--- src/rtl/mac_tile_sched.sv ---
// Tile scheduler for the 4-lane 3x3 MAC array. It issues one buffer read per input channel,
// accumulates the returning MAC lanes and queues each finished tile in a 2-entry output FIFO.
module mac_tile_sched #(
    parameter int ACC_W  = 24,
    parameter int CH_W   = 5,
    parameter int TILE_W = 16
) (
    input  logic                clk,
    input  logic                rst,
    input  logic                start,
    input  logic [CH_W-1:0]     cfg_num_ch,
    input  logic [TILE_W-1:0]   cfg_num_tile,
    output logic                busy,
    output logic                done,
    output logic                rd_en,
    output logic [TILE_W-1:0]   rd_tile,
    output logic [CH_W-1:0]     rd_ch,
    output logic                mac_vld_o,
    input  logic                mac_vld_i,
    input  logic [19:0]         mac_out0,
    input  logic [19:0]         mac_out1,
    input  logic [19:0]         mac_out2,
    input  logic [19:0]         mac_out3,
    output logic                out_valid,
    input  logic                out_ready,
    output logic [4*ACC_W-1:0]  out_data,
    output logic [TILE_W-1:0]   out_tile
);

    typedef enum logic [2:0] {S_IDLE, S_ISSUE, S_HOLD, S_DRAIN, S_DONE} state_t;

    state_t               r_state;
    state_t               w_nextState;
    logic [CH_W-1:0]      r_numCh;
    logic [TILE_W-1:0]    r_numTile;
    logic [CH_W-1:0]      r_chCnt;
    logic [TILE_W-1:0]    r_tileCnt;
    logic [CH_W-1:0]      r_retCh;
    logic [TILE_W-1:0]    r_retTile;
    logic [1:0]           r_inflight;
    logic                 r_macVld;
    logic [ACC_W-1:0]     r_acc [4];
    logic [4*ACC_W-1:0]   r_fifoData [2];
    logic [TILE_W-1:0]    r_fifoTile [2];
    logic                 r_wrPtr;
    logic                 r_rdPtr;
    logic [1:0]           r_fifoCnt;

    logic                 w_issue;
    logic                 w_credit;
    logic                 w_lastCh;
    logic                 w_lastTile;
    logic                 w_retVld;
    logic                 w_retLast;
    logic                 w_pop;
    logic [ACC_W-1:0]     w_lane [4];
    logic [ACC_W-1:0]     w_sum [4];
    logic [4*ACC_W-1:0]   w_sumPacked;

    assign w_credit   = ({1'b0, r_fifoCnt} + {1'b0, r_inflight}) < 3'd2;
    assign w_lastCh   = (r_chCnt == r_numCh - CH_W'(1));
    assign w_lastTile = (r_tileCnt == r_numTile - TILE_W'(1));
    assign w_retVld   = mac_vld_i && (r_state != S_IDLE);
    assign w_retLast  = w_retVld && (r_retCh == r_numCh - CH_W'(1));
    assign w_pop      = out_valid && out_ready;

    assign rd_en     = w_issue;
    assign rd_tile   = r_tileCnt;
    assign rd_ch     = r_chCnt;
    assign mac_vld_o = r_macVld;
    assign out_valid = (r_fifoCnt != 2'd0);
    assign out_data  = r_fifoData[r_rdPtr];
    assign out_tile  = r_fifoTile[r_rdPtr];

    // Channel 0 of a tile starts a fresh sum; later channels add to the running accumulators.
    always_comb begin
        w_lane[0] = {{(ACC_W-20){mac_out0[19]}}, mac_out0};
        w_lane[1] = {{(ACC_W-20){mac_out1[19]}}, mac_out1};
        w_lane[2] = {{(ACC_W-20){mac_out2[19]}}, mac_out2};
        w_lane[3] = {{(ACC_W-20){mac_out3[19]}}, mac_out3};
        w_sumPacked = '0;
        for (int k = 0; k < 4; k++) begin
            w_sum[k] = ((r_retCh == '0) ? '0 : r_acc[k]) + w_lane[k];
            w_sumPacked[k*ACC_W +: ACC_W] = w_sum[k];
        end
    end

    // HOLD issues channel 0 in the same cycle the credit check passes, so tiles stay back-to-back.
    always_comb begin
        w_nextState = r_state;
        w_issue     = 1'b0;
        busy        = 1'b0;
        done        = 1'b0;
        case (r_state)
            S_IDLE: begin
                if (start) begin
                    w_nextState = (cfg_num_ch == '0 || cfg_num_tile == '0) ? S_DONE : S_ISSUE;
                end
            end
            S_ISSUE: begin
                busy    = 1'b1;
                w_issue = 1'b1;
            end
            S_HOLD: begin
                busy    = 1'b1;
                w_issue = w_credit;
            end
            S_DRAIN: begin
                busy = 1'b1;
                if (r_inflight == 2'd0 && r_fifoCnt == 2'd0) begin
                    w_nextState = S_DONE;
                end
            end
            S_DONE: begin
                done        = 1'b1;
                w_nextState = S_IDLE;
            end
            default: w_nextState = S_IDLE;
        endcase
        if (w_issue) begin
            if (w_lastCh) begin
                w_nextState = w_lastTile ? S_DRAIN : S_HOLD;
            end else begin
                w_nextState = S_ISSUE;
            end
        end
    end

    always_ff @(posedge clk) begin
        if (rst) begin
            r_state    <= S_IDLE;
            r_numCh    <= '0;
            r_numTile  <= '0;
            r_chCnt    <= '0;
            r_tileCnt  <= '0;
            r_retCh    <= '0;
            r_retTile  <= '0;
            r_inflight <= '0;
            r_macVld   <= 1'b0;
            r_wrPtr    <= 1'b0;
            r_rdPtr    <= 1'b0;
            r_fifoCnt  <= '0;
            for (int k = 0; k < 4; k++) r_acc[k] <= '0;
            for (int e = 0; e < 2; e++) begin
                r_fifoData[e] <= '0;
                r_fifoTile[e] <= '0;
            end
        end else begin
            r_state  <= w_nextState;
            r_macVld <= w_issue;
            if (r_state == S_IDLE && start) begin
                r_numCh   <= cfg_num_ch;
                r_numTile <= cfg_num_tile;
                r_chCnt   <= '0;
                r_tileCnt <= '0;
                r_retCh   <= '0;
                r_retTile <= '0;
            end
            if (w_issue) begin
                if (w_lastCh) begin
                    r_chCnt   <= '0;
                    r_tileCnt <= r_tileCnt + TILE_W'(1);
                end else begin
                    r_chCnt <= r_chCnt + CH_W'(1);
                end
            end
            if (w_retVld) begin
                for (int k = 0; k < 4; k++) r_acc[k] <= w_sum[k];
                if (w_retLast) begin
                    r_retCh   <= '0;
                    r_retTile <= r_retTile + TILE_W'(1);
                end else begin
                    r_retCh <= r_retCh + CH_W'(1);
                end
            end
            case ({w_issue && w_lastCh, w_retLast})
                2'b10:   r_inflight <= r_inflight + 2'd1;
                2'b01:   r_inflight <= r_inflight - 2'd1;
                default: ;
            endcase
            // Credit accounting keeps the FIFO from ever being written while full.
            if (w_retLast) begin
                r_fifoData[r_wrPtr] <= w_sumPacked;
                r_fifoTile[r_wrPtr] <= r_retTile;
                r_wrPtr             <= ~r_wrPtr;
            end
            if (w_pop) begin
                r_rdPtr <= ~r_rdPtr;
            end
            case ({w_retLast, w_pop})
                2'b10:   r_fifoCnt <= r_fifoCnt + 2'd1;
                2'b01:   r_fifoCnt <= r_fifoCnt - 2'd1;
                default: ;
            endcase
        end
    end

endmodule

--- config.mk ---
export PLATFORM = sky130hd
export DESIGN_NAME = mac_tile_sched
export DESIGN_NICKNAME = d
export VERILOG_FILES = /design/src/rtl/mac_tile_sched.sv
export SDC_FILE = /design/constraint.sdc
export NUM_CORES = 1
export LEC_CHECK = 0
export ABC_AREA = 1
export CORE_ASPECT_RATIO = 1.1
export CORE_MARGIN = 4
export CORE_UTILIZATION = 55
export CTS_CLUSTER_SIZE = 14
export DETAILED_ROUTE_END_ITERATION = 6
export GPL_ROUTABILITY_DRIVEN = 1
export GPL_TIMING_DRIVEN = 0
export PLACE_DENSITY_LB_ADDON = 0.1
export SYNTH_ARGS = -nofsm -noshare
export SYNTH_HDL_FRONTEND = slang
export SYNTH_SLANG_ARGS = --single-unit
--- constraint.sdc ---
create_clock -name clk -period 8.07 [get_ports clk]
set_input_delay 1.2105 -clock clk [delete_from_list [all_inputs] [get_ports clk]]
set_output_delay 1.2105 -clock clk [all_outputs]
set_load 0.02 [all_outputs]
==> metrics, run 1 <==
Final HPWL DP 44.31 mm; timing-limited maximum frequency 204.5 MHz; vias in the first global route 18310; GRT overflow 0; post-synth top area share 0.4273; syn_area_per_cell 9.335 µm²; total CTS buffers 42; ranking of synthesized cells by area edfxtp_1 (43%), nor2_1 (8.2%), dfxtp_1 (6.6%); sw frac 0.2624; largest net degree at the start of global routing 61; via count 17760; DRT antenna net count 0; RSZ-0062 raised after global routing no; Pint 3681 µW; die area 0.04419 mm²; final worst slack 3.180 ns; final instance area 0.02706 mm²; Critical Path Fanout Max 10; WL per Instance 18.11 µm; sequential area share after synthesis 0.4932; CP Capture Point r_acc[1][22]; Min-Delay Path Class reg2reg; final hold slack 0.4591 ns; Final Max Slew Viols 0; Rel. slew slack 0.3827; Starting Density 0.5584; pwr dens 184.4 mW/mm²; Flop pwr share 0.464; Place WS 2.696 ns; clock-pin transition on the worst setup and hold timing paths 0.06 ns; Crit. End Element flip-flop; Ports 244; P&R area growth vs syn 20.34%; Final Skew 0.01083 ns; antenna violations before repair 7; drt drc 0; total track usage 0.2641; clk root buf clkbuf_16; crit path launch type flip-flop; # Max-Cap Violations 0; r2r endpoint r_acc[1][22]; number of synthesized flops with an enable pin 320; CP arrival 5.18 ns; #FFs+latches synth 394; Final #Nets 2911; worst slew pin tran 0.9260 ns; # port buffers 242; first-pass GRT wire length 93.61 mm; Reg2Reg Setup Slack 3.18 ns; number of vias per cell 5.470; Pleak 0.01080 µW; Clock Tree Buf Depth 3; Placer Congestion 0.9213; # clock sinks 394; clock network fraction of design power 0.389; Synth async-reset ratio 0; worst vdd ir 0.1502 mV; DIE HEIGHT 220.1 µm; syn_nets 2621; path depth of the worst reg2reg path 16; Final Util 0.6720; Die Width 200.8 µm; CTS tree yes; synth warn 0; final wirelength 58.80 mm; Rows 77; post-synthesis cell count 2409; CTS Hold Buffers Added 0; Clock Latency Late Sink 0.57 ns; Worst EP required 8.36 ns; Synth Cell Area 0.02249 mm²; min cycle time layout 4.890 ns; P_sw 1309 µW; final period utilization 0.6060; first drt pass iteration count 5; Unique masters post-synth 52; post-synth top area cell edfxtp_1; CP Class reg2reg; status completed; endpoints failing hold 0; Core Box Area 0.04027 mm²; Crit. Startpoint r_retCh[0]; Reg-to-Reg Start r_retCh[0]; H-Tree Depth 2; Initial DRC Count 942; predominant post-synthesis flop cell edfxtp_1; CTS-repair resized insts 0; area post-placement 0.02568 mm²; combinational power share 0.147; ratio of cells with drive above 1 in the final layout 0.09744; Final setup viols 0; post-CTS setup buffers 0
## metal layers
layer	share of wire	vias to the layer above	global-route usage	routed length, µm
met5	0.0012	-	0	70
met4	0.033	8	0.1014	1920
met3	0.059	123	0.05151	3465
met2	0.51	497	0.4801	29730
met1	0.40	8437	0.3109	23610
li1	-	8696	-	-
## final cells by class
type	instances	area, µm²
inverters	266	998.5
repair buffers	246	2532
diodes	4	10.01
multi-input cells	1675	10030
plain buffers	74	390.4
flip-flops and latches	394	11090
clock inverters	18	219.0
well taps	513	641.9
clock buffers	57	1147
fillers	3305	13210
## logic make-up after synthesis
group,Yosys count,synth area share
adders and majority gates,106,0.06065
muxes,112,0.05608
DFF,394,0.4932
and+or+nand+nor,1014,0.2021
xor gates and xnor gates,116,0.04612
buffers and inverters,340,0.06176
AOI/OAI and AO/OA,327,0.08012
## power groups by stage
| stage | clock network [µW] | logic [µW] | registers [µW] |
|---|---|---|---|
| CTS | 1970 | 734 | 2320 |
| global placement | 0 | 711 | 2370 |
| global route | 2050 | 809 | 2330 |
| detailed placement | 0 | 729 | 2360 |
| finish | 1940 | 733 | 2320 |
| floorplan | 0 | 469 | 2360 |
## critical path, stage by stage, from the launching register on
cell      delay (ns)
dfxtp_1         0.37
inv_1           0.08
ha_1            0.15
nand4_1         0.49
inv_1           0.21
clkbuf_1        0.57
clkbuf_1        0.48
nor2_1          0.17
fa_1            0.48
a21oi_1         0.18
o21ai_0         0.25
nand3_1         0.16
nand2_1         0.11
a21oi_1         0.36
o21ai_0         0.16
xor2_1          0.30
nor2_1          0.08
## state kept, by name, indices dropped and copies added (netlist names), 5 cells and up, named ones only
name / count
rd_tile: 16
r_acc: 96
r_retCh: 5
r_numCh: 5
rd_ch: 5
r_fifoTile: 32
r_fifoData: 192
r_retTile: 16
r_numTile: 16
## synth_stat cells (2+ instances only)
library cell and count:
buf_12 5, nand2_1 295, a21boi_0 3, a211oi_1 7, clkbuf_1 60, nor3b_1 3, dfxtp_1 74, nor4_1 6
o21a_1 2, nor2_1 491, xor2_1 74, o41ai_1 2, nand3b_1 4, o31ai_1 3, nand3_1 80, o22ai_1 6
o211ai_1 7, ha_1 101, buf_6 2, o221ai_1 3, a31oi_1 12, nor3_1 42, buf_1 4, fa_1 5
nand2_2 3, nor2_4 58, o21bai_1 10, inv_1 260, nand4_1 23, xnor2_1 40, edfxtp_1 320, mux2_2 112
inv_2 5, or2_2 4, a21o_1 10, a221oi_1 3, a21oi_1 152, o21ai_0 104
## stage by stage
stage               setup TNS, ns  power [µW]  instances
floorplan                       0        2830       2409
global placement           -58.11        3083       3164
detailed placement              0        3090       3168
CTS                             0        5020       3243
global route                    0        5188       3245
finish                          0        4991       3247
## layout by cell type (no fill, tap or decap), drive strengths merged, types with 7 or more instances in the layout
master           n
a211oi           7
a21o            10
a21oi          152
a31oi           12
buf             18
clkbuf         117
clkdlybuf4s50  242
clkinv          10
dfxtp           74
edfxtp         320
ha             101
inv            269
mux2           112
nand2          298
nand3           81
nand4           23
nor2           551
nor3            43
o211ai           7
o21ai          105
o21bai          10
xnor2           40
xor2            75
## how the worst min path moves through the flow
stage | to | slack, ns | depth (start not counted) | start
2_1_floorplan | r_fifoCnt[1] | 0.42 | 1 | r_fifoCnt[1]
3_3_place_gp | r_rdPtr | 0.44 | 1 | r_rdPtr
3_5_place_dp | flip-flop | 0.44 | 1 | r_rdPtr
4_1_cts | r_fifoCnt[1] | 0.46 | 1 | r_fifoCnt[1]
5_1_grt | r_fifoCnt[1] | 0.48 | 1 | r_fifoCnt[1]
6_report | r_fifoCnt[1] | 0.46 | 1 | r_fifoCnt[1]
Power figures use the tool's default switching activity.
==> inputs of run 2 (changes only) <==
==> constraint.sdc (replaced) <==
create_clock -name clk -period 4.6 [get_ports clk]
set_input_delay 0.69 -clock clk [delete_from_list [all_inputs] [get_ports clk]]
set_output_delay 0.69 -clock clk [all_outputs]
set_load 0.02 [all_outputs]
==> run 2 against run 1 <==
  * Clock skew up 0.0063 ns
  * Global-route usage up 0.14 points
  * First-iteration DRC count down 2.0%
  * Utilization about the same
  * Clock power up 74%
  * Register-to-register slack worse by 2.8 ns
  * Final cell count about the same
  * Setup slack worse by 2.8 ns
==> metrics, run 2 (synthesis gave the netlist of run 1 again) <==
worst slew pin tran 1.120 ns; Placer Congestion 0.9307; largest registers r_fifoData: 192 flops, r_acc: 96 flops, r_fifoTile: 32 flops; endpoints failing hold 0; via count 17810; GRT overflow 0; Clock Latency Late Sink 0.57 ns; total track usage 0.2655; Worst EP required 4.83 ns; Final #Nets 2912; Starting Density 0.5584; CTS tree yes; CP max stage cell clkbuf_1; Non-Filler Instances 3246; Core Box Area 0.04027 mm²; Clock Tree Buf Depth 3; H-Tree Depth 2; number of buffers and inverters on the critical path 4; CP arrival 4.42 ns; max reg flops 192; worst path cell trace inv_2 > ha_1 > nand3_1 > xor2_1 > nand2_1 > nand2_1 > nor2_2 > nand2_2 > nor2_8 > nand2_1 > clkbuf_1 > clkbuf_1 > nand2_8 > buf_16; Final HPWL DP 44.23 mm; Final setup viols 0; P&R area growth vs syn 20.33%; Rel. slew slack 0.2536; drt drc 0; vias in the first global route 18210; final hold slack 0.4575 ns; Initial DRC Count 923; Critical Path Fanout Max 96; clk root buf clkbuf_16; total CTS buffers 42; Final Skew 0.01713 ns; worst vdd ir 0.2995 mV; final period utilization 0.9127; Min-Delay Path Class reg2reg; ratio of cells with drive above 1 in the final layout 0.09996; min cycle time layout 4.198 ns; first-pass GRT wire length 94.25 mm; pwr dens 322.8 mW/mm²; leading cell types in the layout, fill and taps excluded nor2_1 (491), edfxtp_1 (320), nand2_1 (292), inv_1 (260), clkdlybuf4s50_1 (242); crit-path most repeated cell nand2_1; # clock sinks 394; DRT antenna net count 0; most common cell after layout, fill and taps aside nor2_1; largest net degree at the start of global routing 99; clock-pin transition on the worst setup and hold timing paths 0.06 ns; # Max-Cap Violations 0; die area 0.04419 mm²; Final Max Slew Viols 0; status completed; Ports 244; DIE HEIGHT 220.1 µm; final wirelength 59.52 mm; number of vias per cell 5.485; Top delay family on crit path buffers and inverters; largest reg by FF count r_fifoData; WL per Instance 18.34 µm; RSZ-0062 raised after global routing no; CP Class reg2reg; Crit. End Element flip-flop; crit path launch type flip-flop; Pleak 0.01080 µW; antenna violations before repair 7; Die Width 200.8 µm; timing-limited maximum frequency 238.2 MHz; first drt pass iteration count 5; # port buffers 242; placed cell count 3167; Largest stage delay, worst path 0.64 ns; Rows 77
==> run 2: cell types whose count changed in the layout (fill, tap and decap cells not counted), moves of 3 or more <==
| cell | change |
|---|---|
| clkbuf_1 | -9 |
| clkbuf_2 | +5 |
| clkinv_1 | +3 |
| inv_6 | -3 |
==> run 2: worst register-to-register path: stages, from the launching register on <==
cell and delay, ns:
dfxtp_1 0.39, inv_2 0.08, ha_1 0.22, nand3_1 0.11, xor2_1 0.29, nand2_1 0.09, nand2_1 0.08, nor2_2 0.04
nand2_2 0.13, nor2_8 0.08, nand2_1 0.42, clkbuf_1 0.64, clkbuf_1 0.62, nand2_8 0.25, buf_16 0.33
==> run 2: power by group <==
| part | internal (µW) | switching [µW] |
|---|---|---|
| clock network | 1970 | 1410 |
| registers | 4010 | 57.0 |
| logic | 464 | 820 |
| total | 6450 | 2290 |
==> run 2: layer usage <==
| layer | share of wire | vias up | global-route usage | wire length [µm] |
|---|---|---|---|---|
| met4 | 0.035 | 10 | 0.09982 | 2057 |
| met2 | 0.50 | 526 | 0.4793 | 29860 |
| met1 | 0.40 | 8441 | 0.3113 | 23600 |
| met3 | 0.066 | 129 | 0.05946 | 3945 |
| met5 | 0.00091 | - | 0 | 54 |
| li1 | - | 8699 | - | - |
==> run 2: area by class of cell <==
| class | instances | area (µm²) |
|---|---|---|
| Antenna cell | 2 | 5.005 |
| Clock inverter | 23 | 227.7 |
| Tap cell | 513 | 641.9 |
| Clock buffer | 52 | 1130 |
| Multi-Input combinational cell | 1675 | 10050 |
| Timing Repair Buffer | 247 | 2520 |
| Sequential cell | 394 | 11090 |
| Buffer | 74 | 396.6 |
| Fill cell | 3254 | 13210 |
| Inverter | 266 | 998.5 |
==> run 2: repair_timing <==
item                                    4_1_cts  5_1_grt
pin swaps                                     0        1
endpoints found under the setup margin       48       52
hold buffers                                  0        0
resized for setup                             2        6
buffers inserted                              0        2
==> run 2: worst paths after layout <==
check             start           endpoint  slack (ns)  depth (start not counted)
max reg2reg  r_numCh[0]  r_fifoData[1][37]        0.40                         14
min reg2reg     r_rdPtr            r_rdPtr        0.46                          1
min             r_rdPtr            r_rdPtr        0.46                          1
max          r_numCh[0]  r_fifoData[1][37]        0.40                         14
==> run 2: per-stage QoR <==
stage	setup slack (ns)	util	instance area [µm²]	setup TNS [ns]	total power, µW
after floorplan	0.6786	-	22490	0	4961
after global routing	0.1843	0.6718	27050	0	9089
after detailed placement	-0.2534	0.6375	25670	-5.011	5417
after global placement	-1.522	0.6346	25560	-393.62	5399
final	0.4018	0.6719	27060	0	8734
after CTS	0.04113	0.6713	27030	0	8790
